===== src/rtl/fir_tap_feeder_if.sv =====
// Sample-in / tap-pair-out stream bundle for fir_tap_feeder.
// slave = the feeder itself, master = the upstream/MAC side driving it.
interface fir_tap_feeder_if #(
    parameter int unsigned DW = 16
);
    logic          s_valid;
    logic          s_ready;
    logic [DW-1:0] s_data;
    logic          m_valid;
    logic          m_ready;
    logic [DW-1:0] m_x;
    logic [DW-1:0] m_b;
    logic          m_first;
    logic          m_last;

    modport master (
        output s_valid, s_data, m_ready,
        input  s_ready, m_valid, m_x, m_b, m_first, m_last
    );

    modport slave (
        input  s_valid, s_data, m_ready,
        output s_ready, m_valid, m_x, m_b, m_first, m_last
    );
endinterface


===== src/rtl/fir_tap_feeder.sv =====
// FIR feeder: circular delay line plus coefficient store; streams TAPS (x, b) pairs per sample.
// Define FIR_FEED_OVERLAP_EN to accept the next sample on the last transfer (no idle bubble).
module fir_tap_feeder #(
    parameter int unsigned TAPS = 64,
    parameter int unsigned DW   = 16,
    parameter int unsigned AW   = 6
) (
    input  logic            clk,
    input  logic            reset,
    fir_tap_feeder_if.slave bus,
    input  logic            coef_we_i,
    input  logic [AW-1:0]   coef_addr_i,
    input  logic [DW-1:0]   coef_wdata_i,
    output logic            coef_err_o,
    output logic            busy_o
);
    typedef enum logic [0:0] {StIdle, StBurst} state_e;

    localparam logic [AW-1:0] KLast = AW'(TAPS - 1);

    state_e        state_q, state_d;
    logic [DW-1:0] dline_q [TAPS];
    logic [DW-1:0] cmem_q  [TAPS];
    logic [AW-1:0] wp_q, wp_d;
    logic [AW-1:0] head_q, head_d;
    logic [AW-1:0] k_q, k_d;
    logic          m_valid_q, m_valid_d;
    logic [DW-1:0] m_x_q, m_x_d;
    logic [DW-1:0] m_b_q, m_b_d;
    logic          coef_err_q, coef_err_d;

    logic          s_ready;
    logic          accept;
    logic          xfer;
    logic          k_last;
    logic          cmem_we;
    logic [DW-1:0] coef0;
    logic [AW-1:0] k_nxt;
    logic [AW-1:0] rd_idx;

    assign xfer   = m_valid_q && bus.m_ready;
    assign k_last = (k_q == KLast);

`ifdef FIR_FEED_OVERLAP_EN
    assign s_ready = (state_q == StIdle) || (xfer && k_last);
`else
    assign s_ready = (state_q == StIdle);
`endif

    assign accept  = bus.s_valid && s_ready;
    assign cmem_we = coef_we_i && (state_q == StIdle);
    // Same-cycle write to address 0 must reach tap 0 of the burst being started.
    assign coef0   = (cmem_we && (coef_addr_i == '0)) ? coef_wdata_i : cmem_q[0];
    assign k_nxt   = k_q + 1'b1;
    assign rd_idx  = head_q - k_nxt;

    always_comb begin
        state_d    = state_q;
        wp_d       = wp_q;
        head_d     = head_q;
        k_d        = k_q;
        m_valid_d  = m_valid_q;
        m_x_d      = m_x_q;
        m_b_d      = m_b_q;
        coef_err_d = coef_we_i && (state_q == StBurst);

        if (accept) begin
            head_d    = wp_q;
            wp_d      = wp_q + 1'b1;
            k_d       = '0;
            m_valid_d = 1'b1;
            m_x_d     = bus.s_data;
            m_b_d     = coef0;
            state_d   = StBurst;
        end else if ((state_q == StBurst) && xfer) begin
            if (!k_last) begin
                k_d   = k_nxt;
                m_x_d = dline_q[rd_idx];
                m_b_d = cmem_q[k_nxt];
            end else begin
                m_valid_d = 1'b0;
                state_d   = StIdle;
            end
        end
    end

    always_ff @(posedge clk or posedge reset) begin
        if (reset) begin
            state_q    <= StIdle;
            wp_q       <= '0;
            head_q     <= '0;
            k_q        <= '0;
            m_valid_q  <= 1'b0;
            m_x_q      <= '0;
            m_b_q      <= '0;
            coef_err_q <= 1'b0;
        end else begin
            state_q    <= state_d;
            wp_q       <= wp_d;
            head_q     <= head_d;
            k_q        <= k_d;
            m_valid_q  <= m_valid_d;
            m_x_q      <= m_x_d;
            m_b_q      <= m_b_d;
            coef_err_q <= coef_err_d;
        end
    end

    always_ff @(posedge clk or posedge reset) begin
        if (reset) begin
            for (int i = 0; i < int'(TAPS); i++) begin
                dline_q[i] <= '0;
                cmem_q[i]  <= '0;
            end
        end else begin
            if (accept) begin
                dline_q[wp_q] <= bus.s_data;
            end
            if (cmem_we) begin
                cmem_q[coef_addr_i] <= coef_wdata_i;
            end
        end
    end

    assign bus.s_ready = s_ready;
    assign bus.m_valid = m_valid_q;
    assign bus.m_x     = m_x_q;
    assign bus.m_b     = m_b_q;
    assign bus.m_first = m_valid_q && (k_q == '0);
    assign bus.m_last  = m_valid_q && k_last;
    assign coef_err_o  = coef_err_q;
    assign busy_o      = (state_q == StBurst);
endmodule


===== src/flat_wrapper.sv =====
// flat-port wrapper written by rule: the top's interface ports become plain ports
module fir_tap_feeder_flat 
#(
    parameter int unsigned TAPS = 64,
    parameter int unsigned DW   = 16,
    parameter int unsigned AW   = 6
)
  (clk, reset, coef_we_i, coef_addr_i, coef_wdata_i, coef_err_o, busy_o, bus_s_valid, bus_s_data, bus_m_ready, bus_s_ready, bus_m_valid, bus_m_x, bus_m_b, bus_m_first, bus_m_last);
  fir_tap_feeder_if #(.DW(DW)) bus_i ();
  input  logic clk;
  input  logic reset;
  input  logic coef_we_i;
  input  logic [AW-1:0] coef_addr_i;
  input  logic [DW-1:0] coef_wdata_i;
  output logic coef_err_o;
  output logic busy_o;
  input wire logic [$bits(bus_i.s_valid)-1:0] bus_s_valid;
  input wire logic [$bits(bus_i.s_data)-1:0] bus_s_data;
  input wire logic [$bits(bus_i.m_ready)-1:0] bus_m_ready;
  output wire logic [$bits(bus_i.s_ready)-1:0] bus_s_ready;
  output wire logic [$bits(bus_i.m_valid)-1:0] bus_m_valid;
  output wire logic [$bits(bus_i.m_x)-1:0] bus_m_x;
  output wire logic [$bits(bus_i.m_b)-1:0] bus_m_b;
  output wire logic [$bits(bus_i.m_first)-1:0] bus_m_first;
  output wire logic [$bits(bus_i.m_last)-1:0] bus_m_last;
  assign bus_i.s_valid = bus_s_valid;
  assign bus_i.s_data = bus_s_data;
  assign bus_i.m_ready = bus_m_ready;
  assign bus_s_ready = bus_i.s_ready;
  assign bus_m_valid = bus_i.m_valid;
  assign bus_m_x = bus_i.m_x;
  assign bus_m_b = bus_i.m_b;
  assign bus_m_first = bus_i.m_first;
  assign bus_m_last = bus_i.m_last;
  fir_tap_feeder #(.TAPS(TAPS), .DW(DW), .AW(AW)) u_core (.clk(clk), .reset(reset), .bus(bus_i), .coef_we_i(coef_we_i), .coef_addr_i(coef_addr_i), .coef_wdata_i(coef_wdata_i), .coef_err_o(coef_err_o), .busy_o(busy_o));
endmodule

===== config.mk =====
export PLATFORM = sky130hd
export DESIGN_NAME = fir_tap_feeder_flat
export DESIGN_NICKNAME = d
export VERILOG_FILES = /design/src/rtl/fir_tap_feeder_if.sv /design/src/rtl/fir_tap_feeder.sv /design/src/flat_wrapper.sv
export SDC_FILE = /design/constraint.sdc
export NUM_CORES = 2
export LEC_CHECK = 0
export CORE_MARGIN = 4
export CORE_UTILIZATION = 50
export CTS_BUF_LIST = sky130_fd_sc_hd__clkbuf_8 sky130_fd_sc_hd__clkbuf_16
export CTS_CLUSTER_DIAMETER = 60
export CTS_CLUSTER_SIZE = 30
export DETAILED_ROUTE_END_ITERATION = 12
export PLACE_DENSITY = 0.68
export SYNTH_ARGS = -nofsm -noshare
export SYNTH_HDL_FRONTEND = slang
export SYNTH_SLANG_ARGS = --single-unit

===== constraint.sdc =====
create_clock -name clk -period 78.6 [get_ports clk]
set_input_delay 19.65 -clock clk [delete_from_list [all_inputs] [get_ports clk]]
set_output_delay 19.65 -clock clk [all_outputs]
set_load 0.02 [all_outputs]

Word level (Yosys, flattened, before mapping)

Index checks and enable logic that the tools add are counted.

Add/subtract/negate cells: 3
$lt $le $gt $ge: 6
Eq/ne operators: 2
Muxes and demuxes: 25
Bitwise operators: 5
Reduce and logical (&&, ||, !) cells: 16

Operators by type and width:

| kind                                                                          | count |
|---|---|
| 1024-bit bitwise mux                                                          | 2 |
| 16-bit 2-to-1 mux                                                             | 13 |
| 16-bit binary-select mux with 6-bit select                                    | 2 |
| 16-bit demux with 6-bit select                                                | 2 |
| 7-bit >= comparator (second input constant)                                   | 4 |
| 6-bit inverter with 7-bit output                                              | 4 |
| 6-bit 2-to-1 mux                                                              | 3 |
| 7-bit by 1-bit less-than comparator with 1-bit output (second input constant) | 2 |
| 6-bit by 1-bit adder with 6-bit output (second input constant)                | 2 |
| 6-bit zero test                                                               | 2 |
| 1-bit logical AND                                                             | 10 |
| 6-bit == test (second input constant)                                         | 1 |
| 6-bit subtractor                                                              | 1 |
| 2-bit AND reduction                                                           | 2 |
| 2-bit nonzero test                                                            | 2 |
| 1-bit 2-to-1 mux                                                              | 3 |
| 2-bit by 1-bit inequality test with 1-bit output (second input constant)      | 1 |
| 1-bit inverter                                                                | 1 |

Register bits: 2,100
Bits of input ports: 43
Output and inout port bits: 38
Word-level logic and storage cells: 192

Logic depth before layout (Yosys ltp)

Word-level depth: 9
Mapped depth: 22
Mapped depth without buffers: 11

Worst setup path after synthesis

Ideal clock, no wire load.

Path type: input to register
From: input port coef_addr_i[0]
To: register u_core.cmem_q[144] (netlist name)
Setup time: 0.125 ns
Arrival time: 21.365 ns
Required time: 78.475 ns
Path slack: 57.110 ns
Stages: 6
Path buffers: 1
Cell sequence: or3b_1 > inv_1 > nand3_1 > nor2_1 > buf_2 > mux2_2

Cells in the longest elaborated chain, start to end: 6
Elaborated cells between the ends (all ways): 7
Classes of those cells: 2 x order compare; 3 x mux; 1 x bitwise; 1 x reduce/logical

RTL lines:

| what                                                                                                               | RTL line              | source |
|---|---|---|
| start: declaration                                                                                                 | flat_wrapper.sv:13    | `input logic [AW-1:0] coef_addr_i;` |
| 6-bit inverter with 7-bit output (implied by the code) (*)                                                         | fir_tap_feeder.sv:120 | `cmem_q[coef_addr_i] <= coef_wdata_i;` |
| 7-bit >= comparator (implied by the code) or 7-bit by 1-bit less-than comparator with 1-bit output (tied branches) | fir_tap_feeder.sv:120 |  |
| 1-bit logical AND (implied by the code)                                                                            | fir_tap_feeder.sv:120 |  |
| 16-bit 2-to-1 mux (implied by the code)                                                                            | fir_tap_feeder.sv:120 |  |
| 16-bit demux with 6-bit select (*)                                                                                 | fir_tap_feeder.sv:120 |  |
| 1024-bit bitwise mux (*)                                                                                           | fir_tap_feeder.sv:120 |  |
| end signal: indexed assignment                                                                                     | fir_tap_feeder.sv:120 |  |
| end: declaration                                                                                                   | fir_tap_feeder.sv:23  | `logic [DW-1:0] cmem_q [TAPS];` |

Mark *: on every way between the ends. The rest lies on a longest branch, timed or not.
A chain may end at the register's enable or synchronous reset.

==> results.yml <==
outcome:
  status: "finished, final reports clean"
critical_path:
  crit_type: "input pin to async pin"
  reg2reg_depth: 11
  rrSetupSlack_ns: 71.05
  cp.required_ns: 79.38
  timing.rr.end: "u_core.bus.m_x[12]$_DFFE_PP0P_"
  cpMaxStageDelayCell: "buf_4"
  cp-start-kind: "input pin"
  r2r-start: "u_core.k_q[0]$_DFFE_PP0P_"
  crit_chain: "clkdlybuf4s50_1 > clkinvlp_4 > buf_4 > buf_4 > buf_4 > buf_4 > buf_4 > buf_4"
  endpoint_kind: "async pin"
  critPathMostFrequentCell: "buf_4"
  cp.arrival_ns: 26.33
  path_max_fanout: 82
  cpPeakStageDelay_ns: 0.91
placement:
  gp_congestion: 0.8543
  portBuffers: 80
  placed_cell_area_um2: 98650
  dp_hpwl_um: 144100
cts:
  cts_buffer_depth: 3
  post_cts_resized: 0
  cts_buffers: 142
  clock-root-buffer: "clkbuf_16"
  tritoncts: "yes"
  clk_pin_slew_ns: 0.07
  clock-sinks: 2100
  postCtsSetupRepairBufs: 0
  clk_latency_ns: 0.83
  h-tree-depth: 4
  hold_buffers: 0
pwr:
  p_switching_uw: 874.9
  swShare_pct: 34.18
  ir_worst_vdd_v: 0.00006051
  cellLeakagePower_nw: 49.72
  clock_power_share_pct: 32.0
  intPower_mw: 1.685
  power_density_nw_per_um2: 24.68
  p_comb_share_pct: 24.6
  seq_power_share_pct: 43.4
timing:
  tns_ns: 0
  min_period_over_period_pct: 32.51
  rsz0062_at_grt: "false"
  maxSlewViolCount: 0
  period_minus_slack_ns: 25.55
  worst_slew_pin_slew_ns: 1.254
  relSlewSlack_pct: 15.93
  finClkSkew_ns: 0.03232
  setup_viol_count_final: 0
  report.final.hold_viol_count: 0
  max_freq_mhz: 39.13
layout:
  final_cell_mix: "2099 x dfrtp_1, 2047 x mux2_2, 526 x mux4_2"
  fin_area_um2: 103700
  syn_to_final_growth_pct: 8.241
  post_route_cells_drive_above_1_share_pct: 49.57
  nets: 6157
  final_common_cell: "dfrtp_1"
  fillerInstances: 15160
logic_synthesis:
  syn_area_um2: 95820
  synth_async_sr_flop_share_pct: 100.0
  syn_inst: 6309
  syn_nets: 6361
  ys_ff_latch: 2100
  synth_edf_count: 0
  post_synth.cell_area_avg_um2: 15.19
  yosysUniqueCellTypes: 61
  ys_warn_count: 0
  yosysSeqAreaShare_pct: 54.84
  synthFlopType: "dfrtp_1"
worst_hold_path:
  hold_path_class: "flop to flop"
  hold-path-endpoint: "u_core.head_q[4]$_DFFE_PP0P_"
  whs_path_depth: 2
  min-delay-start: "u_core.head_q[4]$_DFFE_PP0P_"
global_route:
  track_usage_pct: 24.74
  grt_max_degree: 184
  antenna_found_initial: 4
  grt_pass1_vias: 57060
  grt_pass1_wl_um: 372800
  grt_overflow: 0
floorplan:
  start_util_pct: 50.33
  row_count: 160
  die_h_um: 445.8
  core-area_um2: 190400
  io-pin-count: 81
  design.die.area_um2: 198700
  die_w_um: 445.8
drt:
  drt-initial-drc-count: 4741
  totalWireLength_um: 244000
  antenna_left: 0
  via_per_inst: 6.294
  wl_per_cell_um: 27.92
  dr.pass1.iters: 6
  vias: 55000
  drcViolationCount: 0
job:
  max_cap_violations: 0
==> critical path: cells and delay by family <==
kind,cells,cell delay [ns]
buf+inv,8,6.33
==> layer usage <==
metal / part of all wire (%) / global-route usage (%) / vias to the layer above
met1: 45 / 36.66 / 30300
met5: 0 / 0 / -
met2: 47 / 37.82 / 1407
met3: 5.6 / 4.101 / 353
met4: 3.1 / 7.565 / 0
li1: - / - / 22940
==> power by group through the flow <==
stage	clock, mW	sequential [mW]	combinational (mW)
after floorplan	0	1.13	0.410
after CTS	0.839	1.11	0.633
after global routing	0.879	1.11	0.665
after global placement	0	1.13	0.633
final	0.819	1.11	0.630
after detailed placement	0	1.13	0.633
==> area by class of cell <==
cell class	count	area, um^2	area share [%]
multi-input combinational	3595	40900	39.43
sequential	2100	52550	50.67
clock buffer	153	3739	3.605
tap	2511	3142	3.029
antenna	2	5.005	0.004825
clock inverter	112	1319	1.271
timing repair buffer	251	1999	1.928
inverter	15	60.06	0.05791
==> state kept, by name, indices dropped and copies added, names as in the netlist <==
register	cells
u_core.wp_q	6
u_core.head_q	6
u_core.bus.m_b	16
u_core.bus.m_valid	1
u_core.cmem_q	1024
u_core.k_q	6
u_core.bus.m_x	16
u_core.coef_err_o	1
u_core.dline_q	1024
==> synthesized netlist by cell type, types with 3 or more instances <==
| master | n | area share (%) |
|---|---|---|
| o211ai_1 | 18 | 0.14 |
| inv_1 | 13 | 0.051 |
| nand3_1 | 209 | 1.1 |
| nand2_2 | 9 | 0.059 |
| buf_4 | 7 | 0.055 |
| clkbuf_1 | 354 | 1.4 |
| nor3b_1 | 7 | 0.055 |
| or3_1 | 5 | 0.033 |
| nand3b_1 | 9 | 0.071 |
| and3b_1 | 6 | 0.055 |
| mux2_2 | 2047 | 24 |
| a32oi_1 | 16 | 0.15 |
| and2_1 | 6 | 0.039 |
| and3_1 | 14 | 0.091 |
| o21ai_1 | 3 | 0.016 |
| buf_2 | 175 | 0.91 |
| a22oi_1 | 31 | 0.24 |
| a31oi_1 | 10 | 0.065 |
| nor3_1 | 6 | 0.031 |
| nand2_1 | 261 | 1.0 |
| buf_1 | 62 | 0.24 |
| or3b_2 | 4 | 0.037 |
| dfrtp_1 | 2100 | 55 |
| nor2_1 | 86 | 0.34 |
| nand4b_1 | 3 | 0.027 |
| xor2_1 | 5 | 0.046 |
| nand4_1 | 42 | 0.27 |
| ha_1 | 8 | 0.10 |
| o31ai_1 | 7 | 0.055 |
| xnor2_1 | 8 | 0.073 |
| a21oi_1 | 8 | 0.042 |
| a21o_1 | 5 | 0.039 |
| mux2i_1 | 81 | 0.85 |
| o21ai_0 | 88 | 0.46 |
| o22ai_1 | 33 | 0.22 |
| mux4_2 | 526 | 12 |
| o2111ai_1 | 7 | 0.064 |
==> worst max-delay path by stage <==
stage	end	cells after the start	start	slack (ns)
5_1_grt	u_core.dline_q[54]$_DFFE_PP0P_	8	reset	52.01
3_3_place_gp	u_core.dline_q[399]$_DFFE_PP0P_	8	reset	52.15
3_5_place_dp	u_core.dline_q[464]$_DFFE_PP0P_	8	reset	51.90
2_1_floorplan	u_core.bus.m_b[0]$_DFFE_PP0P_	1	reset	29.79
4_1_cts	u_core.dline_q[54]$_DFFE_PP0P_	8	reset	52.78
6_report	u_core.dline_q[19]$_DFFE_PP0P_	8	reset	53.05
==> metrics by stage <==
step / utilization [%] / instances / setup WS [ns] / total power, mW / hold WS [ns]
after floorplan: - / 6309 / 29.79 / 1.542 / 0.4529
after global placement: 51.82 / 8472 / 52.15 / 1.764 / 0.4743
after detailed placement: 51.82 / 8472 / 51.90 / 1.764 / 0.4778
after CTS: 54.48 / 8737 / 52.78 / 2.582 / 0.4970
after global routing: 54.48 / 8739 / 52.01 / 2.655 / 0.5105
final: 54.48 / 8739 / 53.05 / 2.560 / 0.4993
==> kinds of logic after synthesis <==
logic type      after synthesis  synth area share [%]
compound gates              238                 1.596
xor+xnor                     15                0.1593
fa+ha+maj                     9                0.1254
buf+inv                     614                 2.665
flops                      2100                 54.84
mux                        2655                 37.28
simple gates                678                 3.331
No activity file was read; power rests on OpenSTA's default activity.
